===== src/rtl/bp_pkg.sv =====
// Shared definitions for the branch predictor: default widths, 2-bit counter
// encodings, the BHT/BTB entry layout and a small counter helper.
package bp_pkg;

    localparam int BP_XLEN  = 32;
    localparam int BP_IDX_W = 4;
    localparam int BP_TAG_W = BP_XLEN - BP_IDX_W - 2;

    // 2-bit saturating counter states; the MSB is the taken prediction.
    typedef enum logic [1:0] {
        SNT = 2'b00,
        WNT = 2'b01,
        WT  = 2'b10,
        ST  = 2'b11
    } bp_ctr_e;

    // One direct-mapped table entry (direction history plus branch target).
    typedef struct packed {
        logic                valid;
        logic [BP_TAG_W-1:0] tag;
        bp_ctr_e             ctr;
        logic [BP_XLEN-1:0]  target;
    } bp_entry_t;

    // A counter predicts taken in either of its two upper states.
    function automatic logic ctr_predicts_taken(input bp_ctr_e ctr);
        return ctr[1];
    endfunction

endpackage


===== src/rtl/bp_sat_counter.sv =====
// Next-state function of a 2-bit saturating branch counter.
module bp_sat_counter
    import bp_pkg::*;
(
    input  logic    taken,
    input  bp_ctr_e ctr,
    output bp_ctr_e ctr_next
);

    // Step one state towards the resolved direction, holding at either end.
    always_comb begin
        ctr_next = ctr;
        case (ctr)
            SNT:     ctr_next = taken ? WNT : SNT;
            WNT:     ctr_next = taken ? WT  : SNT;
            WT:      ctr_next = taken ? ST  : WNT;
            ST:      ctr_next = taken ? ST  : WT;
            default: ctr_next = WNT;
        endcase
    end

endmodule


===== src/rtl/branch_predictor.sv =====
// IF-stage direct-mapped BHT/BTB lookup plus EX-stage resolution check and
// table training. Lookup and check are combinational; only the table is state.
// Optional build macro: BP_STATS_EN adds if_valid and three 32-bit event
// counters (stat_branches, stat_mispred, stat_hits).
module branch_predictor
    import bp_pkg::*;
#(
    parameter int XLEN  = BP_XLEN,
    parameter int IDX_W = BP_IDX_W,
    parameter int TAG_W = XLEN - IDX_W - 2
) (
    input  logic            clk,
    input  logic            rst,
    input  logic [XLEN-1:0] if_pc,
    output logic            pred_taken,
    output logic [XLEN-1:0] pred_target,
    input  logic            ex_valid,
    input  logic [XLEN-1:0] ex_pc,
    input  logic            ex_is_branch,
    input  logic            ex_is_jal,
    input  logic            ex_is_jalr,
    input  logic            ex_taken,
    input  logic [XLEN-1:0] ex_target,
    input  logic            ex_pred_taken,
    input  logic [XLEN-1:0] ex_pred_target,
`ifdef BP_STATS_EN
    input  logic            if_valid,
    output logic [31:0]     stat_branches,
    output logic [31:0]     stat_mispred,
    output logic [31:0]     stat_hits,
`endif
    output logic            mispredict,
    output logic [XLEN-1:0] redirect_pc
);

    localparam int              DEPTH   = 1 << IDX_W;
    localparam logic [XLEN-1:0] PC_STEP = XLEN'(3'd4);

    bp_entry_t        table_r [DEPTH];

    logic [IDX_W-1:0] if_idx_s;
    logic [TAG_W-1:0] if_tag_s;
    logic [IDX_W-1:0] ex_idx_s;
    logic [TAG_W-1:0] ex_tag_s;
    bp_entry_t        if_entry_s;
    bp_entry_t        ex_entry_s;
    bp_entry_t        new_entry_s;
    logic             if_hit_s;
    logic             ex_hit_s;
    logic             upd_en_s;
    logic             wr_en_s;
    bp_ctr_e          sat_ctr_s;

    assign if_idx_s   = if_pc[IDX_W+1:2];
    assign if_tag_s   = if_pc[XLEN-1:IDX_W+2];
    assign ex_idx_s   = ex_pc[IDX_W+1:2];
    assign ex_tag_s   = ex_pc[XLEN-1:IDX_W+2];
    assign if_entry_s = table_r[if_idx_s];
    assign ex_entry_s = table_r[ex_idx_s];

    // IF lookup: a hit on a taken-leaning counter redirects fetch to the stored target.
    always_comb begin
        if_hit_s   = if_entry_s.valid && (if_entry_s.tag == if_tag_s);
        pred_taken = if_hit_s && ctr_predicts_taken(if_entry_s.ctr);
        if (pred_taken) begin
            pred_target = if_entry_s.target;
        end else begin
            pred_target = if_pc + PC_STEP;
        end
    end

    // EX check: wrong direction, or taken to a different target, forces a redirect.
    always_comb begin
        mispredict = ex_valid &&
                     ((ex_taken != ex_pred_taken) ||
                      (ex_taken && (ex_target != ex_pred_target)));
        if (ex_taken) begin
            redirect_pc = ex_target;
        end else begin
            redirect_pc = ex_pc + PC_STEP;
        end
    end

    bp_sat_counter u_sat_counter (
        .taken    (ex_taken),
        .ctr      (ex_entry_s.ctr),
        .ctr_next (sat_ctr_s)
    );

    // Build the trained entry: hits move the counter, taken misses allocate,
    // and a jal always lands in the strongly-taken state.
    always_comb begin
        upd_en_s    = ex_valid && (ex_is_branch || ex_is_jal);
        ex_hit_s    = ex_entry_s.valid && (ex_entry_s.tag == ex_tag_s);
        wr_en_s     = upd_en_s && (ex_hit_s || ex_taken);
        new_entry_s = ex_entry_s;
        if (ex_hit_s) begin
            new_entry_s.ctr = ex_is_jal ? ST : sat_ctr_s;
            if (ex_taken) begin
                new_entry_s.target = ex_target;
            end else begin
                new_entry_s.target = ex_entry_s.target;
            end
        end else begin
            new_entry_s.valid  = 1'b1;
            new_entry_s.tag    = ex_tag_s;
            new_entry_s.ctr    = ex_is_jal ? ST : WT;
            new_entry_s.target = ex_target;
        end
    end

    // Table storage: reset invalidates every entry and parks counters at weakly-not-taken.
    always_ff @(posedge clk) begin
        if (rst) begin
            for (int i = 0; i < DEPTH; i++) begin
                table_r[i].valid <= 1'b0;
                table_r[i].ctr   <= WNT;
            end
        end else if (wr_en_s) begin
            table_r[ex_idx_s] <= new_entry_s;
        end
    end

`ifdef BP_STATS_EN
    logic [31:0] stat_branches_r;
    logic [31:0] stat_mispred_r;
    logic [31:0] stat_hits_r;

    // Free-running event counters; they wrap naturally at 2^32.
    always_ff @(posedge clk) begin
        if (rst) begin
            stat_branches_r <= 32'd0;
            stat_mispred_r  <= 32'd0;
            stat_hits_r     <= 32'd0;
        end else begin
            if (ex_valid && (ex_is_branch || ex_is_jal || ex_is_jalr)) begin
                stat_branches_r <= stat_branches_r + 32'd1;
            end
            if (mispredict) begin
                stat_mispred_r <= stat_mispred_r + 32'd1;
            end
            if (if_valid && if_hit_s) begin
                stat_hits_r <= stat_hits_r + 32'd1;
            end
        end
    end

    assign stat_branches = stat_branches_r;
    assign stat_mispred  = stat_mispred_r;
    assign stat_hits     = stat_hits_r;
`else
    // jalr only matters to the event counters; it never trains the table.
    logic unused_jalr_s;
    assign unused_jalr_s = ex_is_jalr;
`endif

endmodule


===== config.mk =====
export PLATFORM = sky130hd
export DESIGN_NAME = branch_predictor
export DESIGN_NICKNAME = d
export VERILOG_FILES = /design/src/rtl/bp_pkg.sv /design/src/rtl/bp_sat_counter.sv /design/src/rtl/branch_predictor.sv
export SDC_FILE = /design/constraint.sdc
export NUM_CORES = 2
export LEC_CHECK = 0
export CAP_MARGIN = 20
export CORE_MARGIN = 8
export CORE_UTILIZATION = 56
export DETAILED_ROUTE_END_ITERATION = 6
export PLACE_DENSITY = 0.83
export SLEW_MARGIN = 10
export SYNTH_ARGS = -nofsm -noshare
export SYNTH_HDL_FRONTEND = slang
export SYNTH_HIERARCHICAL = 1
export SYNTH_SLANG_ARGS = --single-unit
export TNS_END_PERCENT = 5

===== constraint.sdc =====
create_clock -name clk -period 7.55 [get_ports clk]
set_clock_uncertainty 0.2 [all_clocks]
set_input_delay 1.8875 -clock clk [delete_from_list [all_inputs] [get_ports clk]]
set_output_delay 1.8875 -clock clk [all_outputs]
set_load 0.01 [all_outputs]

* Word level (Yosys, flattened, before mapping)
Memory sizes are Yosys's and may differ from the RTL's.
Cells that the tools add are included.
W data, S select, Z words.
** Storage, ports and cells
- Memories kept :: 1
- Logic and storage cells :: 42
- Bits of input ports :: 136
- Output and inout port bits :: 66
- Register bits :: 0
- RAM bits :: 976
** Cells by class
- Equal/unequal tests :: 7
- Reductions and logical operators :: 12
- Multiplexer cells :: 20
- Add/sub/neg operators :: 2
** Memories
- table_r :: depth 16, bits a word 61, read ports 2, clocked after Yosys merged registers in 0, write ports 16, RTL line branch_predictor.sv:39 : bp_entry_t table_r [DEPTH];
** Operators with widths (number)
- $mux W32 :: 3
- $add A32 B3 Y32 const B :: 2
- $mux W61 :: 1
- $reduce_or A61 Y1 :: 1
- $eq A26 B26 Y1 :: 2
- $mux W34 :: 1
- $ne A32 B32 Y1 :: 1
- $mux W27 :: 1
- $mux W1 :: 8
- $mux W2 :: 4
- $pmux W2 S4 :: 1
- $logic_and A1 B1 Y1 :: 7
- $eq A2 B2 Y1 const B :: 2
- $mux W4 :: 1
- $logic_or A1 B1 Y1 :: 3
- $eq A2 B1 Y1 const B :: 1
- $logic_not A2 Y1 :: 1
- $ne A1 B1 Y1 :: 1

* Depth between registers and ports, before layout
An unclocked memory read counts as a cell.
- Word-level depth :: 10
- Depth in mapped cells :: 15
- Gate-level depth less buffers :: 9

* Hierarchy
Netlist, hierarchy kept.
** By module, submodules not included
- branch_predictor :: sequential area each 29308.1 um^2, times used 1, cells an instance 2722, area each 49087.1 um^2
- bp_sat_counter :: sequential area each 0.0 um^2, times used 1, cells an instance 3, area each 26.3 um^2

* Least setup slack after synthesis
OpenSTA, ideal clock, no wires.
- Kind :: in2reg
- Start :: input ex_pc[3]
- End :: memory table_r[13][0] (netlist bit), enable pin
- Stages on the path :: 12
- Required time :: 6.869 ns
- Path slack :: -0.213 ns
- Setup time :: 0.481 ns
- Arrival time :: 7.083 ns
- Buffers on the path :: 5
- Cells stage by stage :: buf_2 -> clkbuf_1 -> clkbuf_1 -> mux4_2 -> a221oi_1 -> xor2_1 -> nand4_1 -> nor4_2 -> a21o_1 -> buf_2 -> buf_2 -> nor2b_1
** RTL lines
- start, declared :: RTL line branch_predictor.sv:18 : input logic [XLEN-1:0] ex_pc,
- end, declared :: RTL line branch_predictor.sv:39

* Worst setup path in the final report
- Start :: input if_pc[2]
- End :: output pred_target[0]
** Between the ends
- Longest elaborated chain between the ends :: 5
** Ends and longest elaborated chain
- start, declared :: RTL line branch_predictor.sv:14 : input logic [XLEN-1:0] if_pc,
- $mem_v2 Z16 W61 (*)
- $eq A26 B26 Y1 :: RTL line branch_predictor.sv:63 : if_hit_s = if_entry_s.valid && (if_entry_s.tag == if_tag_s);
- $logic_and A1 B1 Y1 :: RTL line branch_predictor.sv:63
- $logic_and A1 B1 Y1 :: RTL line branch_predictor.sv:64 : pred_taken = if_hit_s && ctr_predicts_taken(if_entry_s.ctr);
- $mux W32 (*) :: RTL line branch_predictor.sv:65 : if (pred_taken) begin
- end, declared :: RTL line branch_predictor.sv:16 : output logic [XLEN-1:0] pred_target,
Every way passes the cells marked *; elsewhere a longest branch is shown, timed or not.

==> impl_metrics.json <==
{
  "violations": "design-rule violations, negative setup slack",
  "drive_above_1_share": 0.331,
  "finalSetupViolations": 12,
  "min_to": "table_r[15][0]",
  "cp-end-kind": "primary output",
  "die-area_sq_um": 97400,
  "finalHoldViolCount": 0,
  "synth_xor_area_frac": 0.0226,
  "syn-num-nets": 2866,
  "clkSinkCount": 976,
  "yosys.area_share.simple": 0.0433,
  "wl_per_cell_um": 38.5,
  "power_density_nw_per_um2": 216,
  "required_ns": 5.46,
  "holdWs_ns": 1.10,
  "slew_headroom": 0.265,
  "tns_ns": -1.21,
  "synthFlopType": "edfxtp_1",
  "yosys.area_share.adder": 0.00173,
  "min-delay-start": "table_r[0][0]",
  "setup_ws_ns": -0.220,
  "r2r-start": "table_r[6][50]",
  "final_antenna_net_count": 0,
  "worst_pin_slew_ns": 1.10,
  "irDropWorstVdd_mv": 0.194,
  "place.gp.congestion": 0.991,
  "synth_area_sq_um": 49100,
  "yosys.area.top_type": "edfxtp_1",
  "drt-total-wl_um": 165000,
  "syn_to_final_growth_pct": 17.4,
  "hold_path_depth": 3,
  "fillCellCount": 5497,
  "synthMuxAreaShare": 0.277,
  "ys_ff_latch": 976,
  "dpl_worst_slack_ns": -0.446,
  "cp-start-kind": "primary input",
  "p_leak_uw": 0.0190,
  "grt_overflow": 0,
  "yosysWarnings": 6,
  "drt_first_pass_iters": 7,
  "final_nets": 3191,
  "synth_top_family_by_area": "multiplexers",
  "tritoncts": "done",
  "synth_compound_area_frac": 0.0331,
  "clkTransAtPathRegs_ns": 0.07,
  "via_count": 32100,
  "final_cell_mix": "976 x edfxtp_1, 482 x mux4_2, 210 x buf_4, 167 x clkdlybuf4s50_1, 133 x mux2i_1",
  "drt_iter0_markers": 5376,
  "cts_htree_levels": 3,
  "die_height_um": 312,
  "async_flop_share": 0,
  "worstRegToRegCells": 11,
  "place_hpwl_um": 105000,
  "grt_pass1_wl_um": 234000,
  "status": "finished with violations",
  "syn_avg_cell_area_sq_um": 18.0,
  "ys_seq_area_frac": 0.597,
  "numCtsBuffers": 98,
  "track_usage": 0.331,
  "slew_viol_final": 0,
  "min_period_ns": 7.77,
  "synth.top_cell.area_share": 0.597,
  "r2r-end": "table_r[13][40]",
  "initial_core_util": 0.565,
  "worst-setup-path-type": "in2out",
  "max_cap_violations": 0,
  "synth_cell_type_count": 77,
  "grt_pass1_vias": 32500,
  "synth_edf_count": 976,
  "worstPathArrival_ns": 5.68,
  "root_buffer": "clkbuf_16",
  "die_w_um": 312,
  "std_cell_rows": 108,
  "clk_latency_ns": 0.70,
  "drcViolationCount": 1,
  "clockBufferDepth": 3,
  "fmax_mhz": 129,
  "grt_start_max_net_pins": 107,
  "synthCells": 2725,
  "min_path_type": "reg2reg",
  "largest_reg_flops": 976,
  "core-area_sq_um": 86900,
  "portBuffers": 200,
  "vias_per_cell": 7.49,
  "r2r_slack_ns": 3.00,
  "rsz0062_at_grt": "yes",
  "crit_fanout": 19,
  "finalCritPeriodShare": 1.03,
  "layout.cells.most_common": "edfxtp_1",
  "antenna_found_initial": 13,
  "top_regs": "table_r x976",
  "synthTopCellsByArea": "edfxtp_1 60%, mux4_2 22%, mux2i_1 2.8%",
  "ios": 202,
  "top_register": "table_r"
}
==> metal layers <==
metal / wire length [um] / part of all wire / global-route usage / vias up
met5: 77 / 0.00047 / 0 / -
met4: 9280 / 0.056 / 0.159 / 12
met3: 23800 / 0.14 / 0.111 / 549
met2: 76200 / 0.46 / 0.511 / 3011
met1: 55800 / 0.34 / 0.424 / 16400
li1: - / - / - / 12100
==> Yosys cell counts, types with 29 or more instances <==
cell      number
xnor2_1       75
buf_1         40
mux2_4        29
mux2i_1      137
xor2_1        48
buf_2         45
mux4_2       482
nand2_1      105
edfxtp_1     976
and3_1        39
nor2_1        55
mux2_2        32
nand3_1       39
mux2_1        30
o21ai_0       59
nand4_1       40
clkbuf_1     130
==> kinds of logic (layout without fill, tap and decap cells) <==
family,Yosys count,after routing
AND/OR/NAND/NOR,398,398
XOR/XNOR,125,125
multiplexers,720,720
AO/OA/AOI/OAI,231,231
buffers and inverters,268,670
flip-flops,976,976
other,0,5
adder cells (fa/ha/maj),7,7
==> how the worst max path moves through the flow <==
stage	startpoint	to	slack, ns	cells past startpoint
2_1_floorplan	ex_pc[3]	table_r[14][0]	-0.19	12
3_3_place_gp	if_pc[2]	pred_target[2]	-0.46	14
3_5_place_dp	if_pc[3]	pred_target[2]	-0.45	14
4_1_cts	if_pc[2]	pred_target[7]	-0.15	12
5_1_grt	if_pc[2]	pred_target[0]	-0.28	15
6_report	if_pc[2]	pred_target[0]	-0.22	12
==> where the power goes <==
part,internal [uW],total (uW),switching (uW)
Clock,2870,5040,2180
Sequential,6000,6030,22.8
Combinational,624,1410,784
Total,9490,12500,2980
==> cell type report <==
cell class	instances	area (sq um)	area share
Clock buffer	114	2530	0.0439
Antenna cell	5	12.5	0.000217
Inverter	23	86.3	0.00150
Multi-Input combinational cell	1481	18800	0.325
Timing Repair Buffer	470	4790	0.0831
Sequential cell	976	29300	0.508
Clock inverter	63	748	0.0130
Tap cell	1155	1450	0.0251
==> worst max-delay path: stages <==
cell             delay (ns)
buf_16                 0.20
buf_4                  0.19
mux4_2                 0.53
mux4_2                 0.61
xnor2_2                0.19
nand2_1                0.09
or4b_4                 0.53
nor4_4                 0.15
buf_6                  0.20
buf_16                 0.21
mux2_2                 0.36
clkdlybuf4s50_1        0.48
==> stage by stage <==
step	power, uW	cells	util	instance area (sq um)
finish	12500	4287	0.664	57700
global route	12700	4282	0.664	57700
CTS	12400	4281	0.662	57600
detailed placement	7490	4101	0.624	54200
global placement	7460	4101	0.624	54200
floorplan	6910	2725	-	49100
==> timing repair <==
action                                  CTS  global route
resized for setup                        33            32
gates cloned                              1             0
endpoints found under the setup margin   33            33
pin swaps                                 3             4
hold buffers                              0             0
buffers inserted                          2             1
Note: power is estimated with default switching activity, not from simulation.
==> RTL change 1, RTL diff (same settings) <==
The package constant `BP_IDX_W` goes from 4 to 2.
--- a/src/rtl/bp_pkg.sv
+++ b/src/rtl/bp_pkg.sv
@@ -3,7 +3,7 @@
 package bp_pkg;
 
     localparam int BP_XLEN  = 32;
-    localparam int BP_IDX_W = 4;
+    localparam int BP_IDX_W = 2;
     localparam int BP_TAG_W = BP_XLEN - BP_IDX_W - 2;
 
     // 2-bit saturating counter states; the MSB is the taken prediction.
Function: not settled (the Yosys comparison gave no result); the edit may change what the design does.
==> RTL change 1 against the unedited design <==
Cell area fell by 69%; worst setup slack improved by 330 ps; register-to-register slack improved by 650 ps; sequential cell count fell by 724; wire length fell by 73%; total power fell by 73%; critical path type unchanged; global-route usage fell by 4.8 points; via count fell by 67%; area after synthesis fell by 70%; highest routed layer unchanged.
==> RTL change 1: results (changes against the unedited design) <==
| Metric | Value |
|---|---|
| DRT Pass-1 Iters | `5 (was 7)` |
| Layout net count | `1391 (was 3191)` |
| DRT met1 WL | `16660 um (was 55820 um)` |
| DR vias/cell | `6.638 (was 7.493)` |
| Total Wirelength | `45060 um (was 165200 um)` |
| Hold Path Depth | `2 (was 3)` |
| Post-synth EDFFs | `252 (was 976)` |
| Origin of the critical flop-to-flop path | `table_r[2][41]$_DFFE_PP_ (was table_r[6][50]$_DFFE_PP_)` |
| Layout cell share with drive strength beyond 1 | `20.87% (was 33.13%)` |
| Max FFs per register | `252 (was 976)` |
| Initial antenna violation count | `1 (was 13)` |
| Vias in the first global route | `10620 (was 32510)` |
| VDD IR-drop max | `138.1 uV (was 193.6 uV)` |
| Status | `completed (was finished with violations)` |
| CTS H-Tree Depth | `1 (was 3)` |
| Register area share after synthesis | `51.59% (was 59.67%)` |
| CTS Buf Count | `26 (was 98)` |
| Worst-path fanout max | `44 (was 19)` |
| Leak pwr | `0.006017 uW (was 0.01904 uW)` |
| GRT Util Overall | `28.32% (was 33.09%)` |
| Largest registers | `table_r (252) (was table_r (976))` |
| GP Congestion | `0.9494 (was 0.9914)` |
| Clk_lat worst skew | `530 ps (was 700 ps)` |
| Worst min-delay path startpoint | `table_r[3][25]$_DFFE_PP_ (was table_r[0][0]$_DFFE_PP_)` |
| First-pass GRT wire length | `66120 um (was 233600 um)` |
==> RTL change 1: worst register-to-register path, stage by stage (launching register included) <==
cell and delay, ps:
edfxtp_1 390, mux4_2 480, xor2_1 150, nor4_1 710, nor2b_1 320, a31o_2 410
and2_2 480, buf_12 330
==> RTL change 1: report_power, final <==
group          total [uW]  switching (uW)  internal, uW  leakage [uW]
registers            1580            12.3          1570       0.00228
logic                 530             272           258       0.00333
clock network        1280             529           755      0.000406
total                3390             813          2580       0.00602
==> RTL change 1: stage by stage <==
| step | total power (uW) | instances | area, um2 |
|---|---|---|---|
| 6_report | 3393 | 1605 | 18000 |
| 5_1_grt | 3481 | 1605 | 18000 |
| 4_1_cts | 3397 | 1605 | 17980 |
| 3_5_place_dp | 2128 | 1557 | 17130 |
| 3_3_place_gp | 2118 | 1557 | 17130 |
| 2_1_floorplan | 1877 | 1057 | 14670 |
==> RTL change 1: final timing paths <==
| kind | end | slack [ps] |
|---|---|---|
| setup reg to reg | table_r[2][26]$_DFFE_PP_ | 3650 |
| hold / removal | table_r[2][25]$_DFFE_PP_ | 630 |
| setup / recovery | pred_target[22] | 110 |
| hold reg to reg | table_r[2][25]$_DFFE_PP_ | 630 |
==> RTL change 1: repair_timing <==
action / CTS / global route
hold buffers: 0 / 0
hold endpoints to repair: 0 / 0
setup buffers: 0 / 0
resized for setup: 0 / 8
endpoints found under the setup margin: 0 / 28
==> RTL change 1: cells by family (layout without fill, tap and decap cells) <==
kind of cell	count (synthesis)	count (layout)	synth area share, %
AOI/OAI and AO/OA	106	106	4.683
xor gates and xnor gates	132	132	7.882
adders and majority gates	7	7	0.5800
buffers and inverters	116	329	3.702
DFF	252	252	51.59
muxes	196	196	22.78
and+or+nand+nor	248	248	8.786
==> RTL change 1: layer usage <==
layer,vias up,track usage (%)
li1,4503,-
met1,5308,37.76
met2,745,45.20
met3,96,7.149
met4,2,8.788
met5,-,0
==> RTL change 1: area by class of cell <==
| class | instances | area share, % |
|---|---|---|
| sequential | 252 | 42.03 |
| multi-input combinational | 689 | 36.45 |
| timing repair buffer | 261 | 14.04 |
| clock buffer | 32 | 3.857 |
| tap | 335 | 2.328 |
| clock inverter | 16 | 0.8756 |
| inverter | 20 | 0.4170 |
==> RTL change 2, RTL diff (same settings) <==
Without the edit above. Put a register stage on the output `pred_target`, cleared by the reset. The value now appears one clock later. The other outputs are not delayed to match.
--- a/src/rtl/branch_predictor.sv
+++ b/src/rtl/branch_predictor.sv
@@ -36,6 +36,8 @@
     localparam int              DEPTH   = 1 << IDX_W;
     localparam logic [XLEN-1:0] PC_STEP = XLEN'(3'd4);
 
+    logic [XLEN-1:0] pred_target_d;
+
     bp_entry_t        table_r [DEPTH];
 
     logic [IDX_W-1:0] if_idx_s;
@@ -63,9 +65,9 @@
         if_hit_s   = if_entry_s.valid && (if_entry_s.tag == if_tag_s);
         pred_taken = if_hit_s && ctr_predicts_taken(if_entry_s.ctr);
         if (pred_taken) begin
-            pred_target = if_entry_s.target;
+            pred_target_d = if_entry_s.target;
         end else begin
-            pred_target = if_pc + PC_STEP;
+            pred_target_d = if_pc + PC_STEP;
         end
     end
 
@@ -154,5 +156,13 @@
     assign unused_jalr_s = ex_is_jalr;
 `endif
 
+    always_ff @(posedge clk) begin
+        if (rst) begin
+            pred_target <= '0;
+        end else begin
+            pred_target <= pred_target_d;
+        end
+    end
+
 endmodule
 
Function: not settled (the Yosys comparison gave no result); the edit may change what the design does.
==> RTL change 2 against the unedited design <==
Critical path depth stayed put; wire length rose by 0.16%; total power increased by 2.9%; fmax grew 2.8%; the flow finishes with violations (setup timing); area after synthesis increased by 1.3%; cell area is essentially flat; sequential cell count rose by 32; synthesized cell count fell by 0.40%; worst setup slack improved by 210 ps; via count fell by 0.32%.
==> RTL change 2: results (changes against the unedited design) <==
| Metric | Value |
|---|---|
| Status | `finished with violations (unchanged)` |
| Failing checks | `setup timing (was DRC, setup timing)` |
| R2r setup slk | `2890 ps (was 3000 ps)` |
| GRT Util Overall | `33.17% (was 33.09%)` |
| First-pass GRT wire length | `234100 um (was 233600 um)` |
| Layout net count | `3115 (was 3191)` |
| Placed Area | `54210 um2 (was 54180 um2)` |
| Metal3 WL | `26100 um (was 23770 um)` |
| Origin of the critical flop-to-flop path | `table_r[3][37]$_DFFE_PP_ (was table_r[6][50]$_DFFE_PP_)` |
| DR WL/cell | `39.05 um (was 38.53 um)` |
| Worst Hold End | `pred_target[29]$_SDFF_PP0_ (was table_r[15][0]$_DFFE_PP_)` |
| Layout cell share with drive strength beyond 1 | `31.97% (was 33.13%)` |
| Largest net degree at the start of global routing | `65 (was 107)` |
| DR vias/cell | `7.559 (was 7.493)` |
| Clock Power Share | `41.0% (was 40.4%)` |
| Vias in the first global route | `32550 (was 32510)` |
| Setup WS post-layout | `-7.288 ps (was -219.9 ps)` |
| Worst min-delay path startpoint | `table_r[3][29]$_DFFE_PP_ (was table_r[0][0]$_DFFE_PP_)` |
| Reg power frac | `48.4% (was 48.3%)` |
| Post-synth top cells | `976 x edfxtp_1, 545 x mux4_2, 151 x nand2_1 (was 976 x edfxtp_1, 482 x mux4_2, 137 x mux2i_1)` |
| R2r worst-path depth | `10 (was 11)` |
| Syn Nets | `2855 (was 2866)` |
| DRT met1 WL | `51850 um (was 55820 um)` |
| Post-DP HPWL | `106300 um (was 104800 um)` |
| Placed cell count | `4036 (was 4101)` |
| GP Congestion | `1.122 (was 0.9914)` |
| Met1 Use GR | `40.31% (was 42.39%)` |
| VDD IR-drop max | `199.5 uV (was 193.6 uV)` |
| Worst-path fanout max | `9 (was 19)` |
| Clk_lat worst skew | `700 ps (about the same)` |
| Final Hold Slack | `832.6 ps (was 1096 ps)` |
| Met3 Track Usage GR | `13.26% (was 11.08%)` |
| DR iter-0 viols | `5497 (was 5376)` |
| Data arrival, critical path | `5470 ps (was 5680 ps)` |
| Net switching power | `3026 uW (was 2984 uW)` |
| Setup TNS | `-7.288 ps (was -1209 ps)` |
| Final setup fails | `1 (was 12)` |
| Pre-CTS setup slack | `-208.1 ps (was -446.0 ps)` |
| Cell variety after synth | `74 (was 77)` |
| Initial antenna violation count | `12 (was 13)` |
| Largest registers | `table_r (976), pred_target (32) (was table_r (976))` |
| Max transition margin | `17.52% (was 26.54%)` |
| Final std cells w/o fill | `4236 (was 4287)` |
| Leak pwr | `0.01867 uW (was 0.01904 uW)` |
| Synth area leaders | `edfxtp_1 59%, mux4_2 25%, mux2i_1 1.9%, xor2_1 1.5%, dfxtp_1 1.3% (was edfxtp_1 60%, mux4_2 22%, mux2i_1 2.8%, xnor2_1 1.3%, clkbuf_1 0.99%)` |
| CTS Buf Count | `101 (was 98)` |
| WL met2 | `74650 um (was 76220 um)` |
| Register area share after synthesis | `60.20% (was 59.67%)` |
RTL change 2: changes by cell type in the layout (fill, tap and decap cells not counted), moves of 25 or more:
cell	change
or4_1	+25
mux2i_1	-37
mux4_2	+63
xor2_1	+35
buf_4	-66
mux2_1	-30
dfxtp_1	+32
nand2_1	+47
RTL change 2: cells by family (layout without fill, tap and decap cells):
family,Yosys count,count (layout),share of synthesized area [%]
DFF,1008,1008,60.20
muxes,685,685,27.83
and+or+nand+nor,428,428,4.349
buffers and inverters,261,609,2.465
AOI/OAI and AO/OA,186,186,2.540
xor gates and xnor gates,139,139,2.447
adders and majority gates,7,7,0.1710
other,0,9,0
RTL change 2: how the worst max path moves through the flow:
| stage | startpoint | endpoint | slack [ps] | depth (start not counted) |
|---|---|---|---|---|
| after floorplan | ex_pc[2] | table_r[0][0]$_DFFE_PP_ | -90 | 12 |
| after global placement | if_pc[2] | pred_taken | -190 | 12 |
| after detailed placement | if_pc[2] | pred_taken | -210 | 12 |
| after CTS | if_pc[3] | pred_taken | 5 | 12 |
| after global routing | if_pc[5] | pred_taken | 7 | 12 |
| final | if_pc[5] | pred_taken | -7 | 12 |
RTL change 2: layout make-up:
cell class,instances,area (um2)
Antenna cell,9,22.52
Clock buffer,120,2681
Clock inverter,71,790.8
Fill cell,5613,30510
Inverter,31,120.1
Multi-Input combinational cell,1445,18730
Sequential cell,1008,29950
Tap cell,1165,1458
Timing Repair Buffer,387,3979
RTL change 2: critical path, stage by stage:
cell and delay [ps]:
buf_2 320, buf_4 280, mux4_2 320, mux2i_1 230
mux2i_1 270, xor2_1 220, nor4bb_1 310, nand2_1 100
or3_1 430, nor4_4 380, buf_4 170, clkdlybuf4s50_1 530
